### config.mk
export PLATFORM = sky130hd
export DESIGN_NAME = kbd_ascii_controller
export DESIGN_NICKNAME = d
export VERILOG_FILES = /design/src/rtl/kbd_ascii_controller.sv
export SDC_FILE = /design/constraint.sdc
export NUM_CORES = 1
export LEC_CHECK = 0
export CAP_MARGIN = 20
export CORE_MARGIN = 2
export CORE_UTILIZATION = 40
export CTS_CLUSTER_SIZE = 40
export DETAILED_ROUTE_END_ITERATION = 10
export DONT_BUFFER_PORTS = 1
export PLACE_DENSITY_LB_ADDON = 0.2
export SETUP_SLACK_MARGIN = 0.5
export SYNTH_ARGS = -nofsm -noshare
export SYNTH_HDL_FRONTEND = slang
export SYNTH_SLANG_ARGS = --single-unit
### constraint.sdc
create_clock -name clk -period 5.7 [get_ports clk]
set_input_delay 1.14 -clock clk [delete_from_list [all_inputs] [get_ports clk]]
set_output_delay 1.14 -clock clk [all_outputs]
set_load 0.05 [all_outputs]
### src/rtl/kbd_ascii_controller.sv
// PS/2 set-2 scancode sequencer: prefix FSM, modifier tracking,
// one-deep lookup stage and a first-word fall-through character FIFO.
module kbd_ascii_controller #(
    parameter int FIFO_DEPTH = 8
) (
    input  logic       clk,
    input  logic       clrn,
    input  logic [7:0] kb_data,
    input  logic       kb_valid,
    output logic [7:0] lut_addr,
    output logic       lut_caps,
    input  logic [7:0] lut_data,
    output logic [7:0] asc_data,
    output logic       asc_valid,
    input  logic       asc_ready,
    output logic       capslock,
    output logic       shift_held,
    output logic       overflow,
    output logic [$clog2(FIFO_DEPTH):0] fifo_count
);
    localparam int AW = $clog2(FIFO_DEPTH);
    localparam logic [AW:0]   CNT_ONE  = (AW+1)'(1);
    localparam logic [AW:0]   CNT_FULL = (AW+1)'(FIFO_DEPTH);
    localparam logic [AW-1:0] PTR_ONE  = AW'(1);

    typedef enum logic [1:0] {S_IDLE, S_BRK, S_EXT, S_EXT_BRK} state_t;

    state_t state_q, state_d;
    logic lshift_q, lshift_d, rshift_q, rshift_d;
    logic caps_q, caps_d, held_q, held_d;
    logic issue;

    logic [7:0] lut_addr_q;
    logic       lut_caps_q, lk_vld_q;

    logic [7:0]    mem_q [FIFO_DEPTH];
    logic [AW-1:0] wr_ptr_q, rd_ptr_q;
    logic [AW:0]   count_q;
    logic          ovf_q;
    logic          push, pop, full, push_ok;

    always_comb begin
        state_d  = state_q;
        lshift_d = lshift_q;
        rshift_d = rshift_q;
        caps_d   = caps_q;
        held_d   = held_q;
        issue    = 1'b0;
        if (kb_valid) begin
            unique case (state_q)
                S_IDLE: begin
                    unique case (kb_data)
                        8'hF0: state_d = S_BRK;
                        8'hE0: state_d = S_EXT;
                        8'h12: lshift_d = 1'b1;
                        8'h59: rshift_d = 1'b1;
                        8'h58: begin
                            // Held key repeats must not re-toggle
                            if (!held_q) caps_d = ~caps_q;
                            held_d = 1'b1;
                        end
                        default: issue = 1'b1;
                    endcase
                end
                S_BRK: begin
                    state_d = S_IDLE;
                    unique case (kb_data)
                        8'h12:   lshift_d = 1'b0;
                        8'h59:   rshift_d = 1'b0;
                        8'h58:   held_d = 1'b0;
                        default: ;
                    endcase
                end
                S_EXT:     state_d = (kb_data == 8'hF0) ? S_EXT_BRK : S_IDLE;
                S_EXT_BRK: state_d = S_IDLE;
                default:   state_d = S_IDLE;
            endcase
        end
    end

    always_ff @(posedge clk or negedge clrn) begin
        if (!clrn) begin
            state_q  <= S_IDLE;
            lshift_q <= 1'b0;
            rshift_q <= 1'b0;
            caps_q   <= 1'b0;
            held_q   <= 1'b0;
        end else begin
            state_q  <= state_d;
            lshift_q <= lshift_d;
            rshift_q <= rshift_d;
            caps_q   <= caps_d;
            held_q   <= held_d;
        end
    end

    always_ff @(posedge clk or negedge clrn) begin
        if (!clrn) begin
            lut_addr_q <= 8'h00;
            lut_caps_q <= 1'b0;
            lk_vld_q   <= 1'b0;
        end else begin
            lk_vld_q <= issue;
            if (issue) begin
                lut_addr_q <= kb_data;
                lut_caps_q <= caps_q ^ (lshift_q | rshift_q);
            end
        end
    end

    assign push    = lk_vld_q && (lut_data != 8'h00);
    assign pop     = (count_q != '0) && asc_ready;
    assign full    = (count_q == CNT_FULL);
    // A pop frees the head slot this cycle, so a full FIFO can still accept
    assign push_ok = push && (!full || pop);

    always_ff @(posedge clk) begin
        if (push_ok) mem_q[wr_ptr_q] <= lut_data;
    end

    always_ff @(posedge clk or negedge clrn) begin
        if (!clrn) begin
            wr_ptr_q <= '0;
            rd_ptr_q <= '0;
            count_q  <= '0;
            ovf_q    <= 1'b0;
        end else begin
            if (push_ok) wr_ptr_q <= wr_ptr_q + PTR_ONE;
            if (pop)     rd_ptr_q <= rd_ptr_q + PTR_ONE;
            if (push_ok && !pop)      count_q <= count_q + CNT_ONE;
            else if (!push_ok && pop) count_q <= count_q - CNT_ONE;
            if (push && !push_ok) ovf_q <= 1'b1;
        end
    end

    assign lut_addr   = lut_addr_q;
    assign lut_caps   = lut_caps_q;
    assign asc_valid  = (count_q != '0);
    assign asc_data   = asc_valid ? mem_q[rd_ptr_q] : 8'h00;
    assign capslock   = caps_q;
    assign shift_held = lshift_q | rshift_q;
    assign overflow   = ovf_q;
    assign fifo_count = count_q;
endmodule

==> flow_summary.toml <==
[sta]
rsz0062_at_grt = "false"
drv_slew = 0
fin_crit_ns = 3.681
slew_headroom_pct = 33.95
finalCritPeriodShare_pct = 64.57
finalSetupTns_ns = 0
max_freq_mhz = 271.7
fin_skew_ns = 0.006023
finalSetupViolCount = 0
final_hold_viol_count = 0
worst_slew_pin_slew_ns = 0.9871
worst_slack_ns = 2.019

[layout]
regArea_mm2 = 0.002597
drive_gt1_share_pct = 23.21
postLayoutCellArea_mm2 = 0.004168
fin_util_pct = 45.10
multi_input_area_mm2 = 0.001197
num_antenna_cells = 0
layout-area-overhead-vs-synth_pct = 8.927
final_cells = 366
fillers = 825
nets = 258

[logic_synthesis]
yosys_warnings = 0
ys_types = 41
synth.largest_area_cell = "edfxtp_1"
ys_ff_latch = 91
ys.flop_type = "edfxtp_1"
syn_inst = 225
ys_seq_area_share_pct = 67.89
yosys-top-cells-area = "edfxtp_1 (50%), dfrtp_1 (18%), mux4_2 (9.4%)"
syn-cell-area_mm2 = 0.003826
synth_common_cells = "edfxtp_1 (64), dfrtp_1 (27), nor2_1 (18)"
post-synth-top-count-cell = "edfxtp_1"
synth_edf_count = 64
synth_fp_nets = 251
synth_top_area_share_pct = 50.23
ys_async_sr_fraction_pct = 29.67
synth_area_per_cell_um2 = 17.01

[placement]
dpl-instance-area_mm2 = 0.003983
dpl.hpwl_um = 4543
portBuffers = 0
dp_cells = 350
pre_cts_ws_ns = 2.002
gp_congestion = 0.8003

[grt]
grt_pass1_wl_um = 11100
grt_overflow = 0
track_usage_pct = 14.79
antenna_found_initial = 0
grt_pass1_vias = 2095
grt_max_degree = 28

[cts]
root_buffer = "clkbuf_8"
clk_latency_ns = 0.34
post_cts_buffers = 0
cts_resized = 0
hold_buffers = 0
cts_tree = "done"
htree_levels = 3
clockBufferDepth = 2
clkTransAtPathRegs_ns = 0.09
cts_sinks = 91
cts_made_buffers = 9

[power]
p_leak_nw = 1.446
switching_power_uw = 857.8
ir_drop_v = 0.0002120
internal_power_mw = 1.274
power_density_mw_per_mm2 = 511.6
clkPwrFrac_pct = 19.5
power_frac_seq_pct = 48.3
combPwrFrac_pct = 32.2
p_sw_share_pct = 40.23

[critical_path]
crit_type = "reg2reg"
r2r_cells = 10
crit_chain = "or3_1 > nor2_2 > inv_1 > nand2_1 > ha_1 > inv_1 > ha_1 > a21o_1 > a2111oi_0 > o31ai_1"
arrival_ns = 3.90
crit_fanout = 9
critPathMaxStageDelay_ns = 0.61
cp-end-kind = "flip-flop"
start_kind = "flip-flop"
slowest_stage = "dfrtp_1"
crit_required_ns = 5.92

[floorplan]
core_area_mm2 = 0.009240
rows = 35
die_h_um = 101.8
initial_utilization_pct = 41.41
die_w_um = 101.8
ioPinCount = 45
die-area_mm2 = 0.01036

[run_status]
status = "complete, no violations"

[detailed_routing]
ant_nets = 0
detail_route.wirelength_um = 6994
vias_per_cell = 5.219
wl_per_cell_um = 19.11
dr.pass1.iters = 4
drc = 0
dr.first_iter.drc_count = 88
vias = 1910

[worst_hold_path]
hold_path.class = "in2async"

[job]
cap_violations = 0
## registers in the layout, summed over array words and instances (netlist names), 2 cells and up
register,count
lut_addr,8
rd_ptr_q,3
mem_q,64
state_q,2
fifo_count,4
wr_ptr_q,3
## per-stage QoR
stage	hold WS [ns]	power [mW]
final	0.4773	2.132
after global routing	0.4451	2.247
after CTS	0.4616	2.163
after detailed placement	0.4997	1.749
after global placement	0.4860	1.741
after floorplan	0.4713	1.616
## area by class of cell
class / count / area share [%]
tap: 129 / 3.873
clock inverter: 5 / 1.291
timing repair buffer: 2 / 0.3603
inverter: 3 / 0.2702
sequential: 91 / 62.32
multi-input combinational: 125 / 28.73
clock buffer: 11 / 3.152
## worst paths after layout
path	from	end	slack, ns
max	fifo_count[1]	fifo_count[3]	2.02
min	clrn	lut_addr[5]	0.48
max reg2reg	fifo_count[1]	fifo_count[3]	2.02
min reg2reg	lshift_q	lshift_q	0.51
max in group asynchronous	clrn	rd_ptr_q[1]	5.14
min in group clk	lshift_q	lshift_q	0.51
## power groups by stage
| stage | sequential [mW] | clock (mW) | combinational, mW |
|---|---|---|---|
| after global routing | 1.05 | 0.454 | 0.745 |
| after CTS | 1.03 | 0.426 | 0.702 |
| after floorplan | 0.980 | 0 | 0.635 |
| after global placement | 1.05 | 0 | 0.695 |
| final | 1.03 | 0.416 | 0.687 |
| after detailed placement | 1.05 | 0 | 0.701 |
## critical path: cells and delay by family (launching register included)
kind,cells,cell delay [ns]
AND/OR/NAND/NOR,3,1.15
AO/OA/AOI/OAI,3,0.75
flip-flops,1,0.61
adder cells (fa/ha/maj),2,0.52
buffers and inverters,2,0.51
## metal layers
layer,vias up,GRT usage [%],wire length [um]
met5,-,0,0
met4,0,6.029,103
met3,6,4.969,526
met2,61,23.79,3440
met1,960,18.43,2924
li1,883,-,-
## cell families (layout without fill, tap and decap cells)
group | Yosys count | after routing | synth area share, %
flops | 91 | 91 | 67.89
simple gates | 59 | 59 | 9.058
mux | 40 | 40 | 16.19
compound gates | 13 | 13 | 2.158
buf+inv | 9 | 21 | 0.9485
xor+xnor | 7 | 7 | 1.602
fa+ha+maj | 6 | 6 | 2.158
## cell usage in the layout, fill, tap and decap left out, types with 2 or more instances in the layout
cell        count
nor2_1         18
or4_1           2
nand2_1         8
xor2_1          2
a21o_1          2
xnor2_1         5
a21oi_1         2
clkbuf_1        2
mux2i_1         9
ha_1            5
or3_1           3
dfrtp_1        27
nand2b_1        2
buf_4           2
mux2_2         14
o21ai_0         4
clkinvlp_4      2
nand3_1         5
nor4_4          2
edfxtp_1       64
clkbuf_8        9
mux4_2         16
nor3_1          7
inv_1           3
Power figures use the tool's default switching activity.
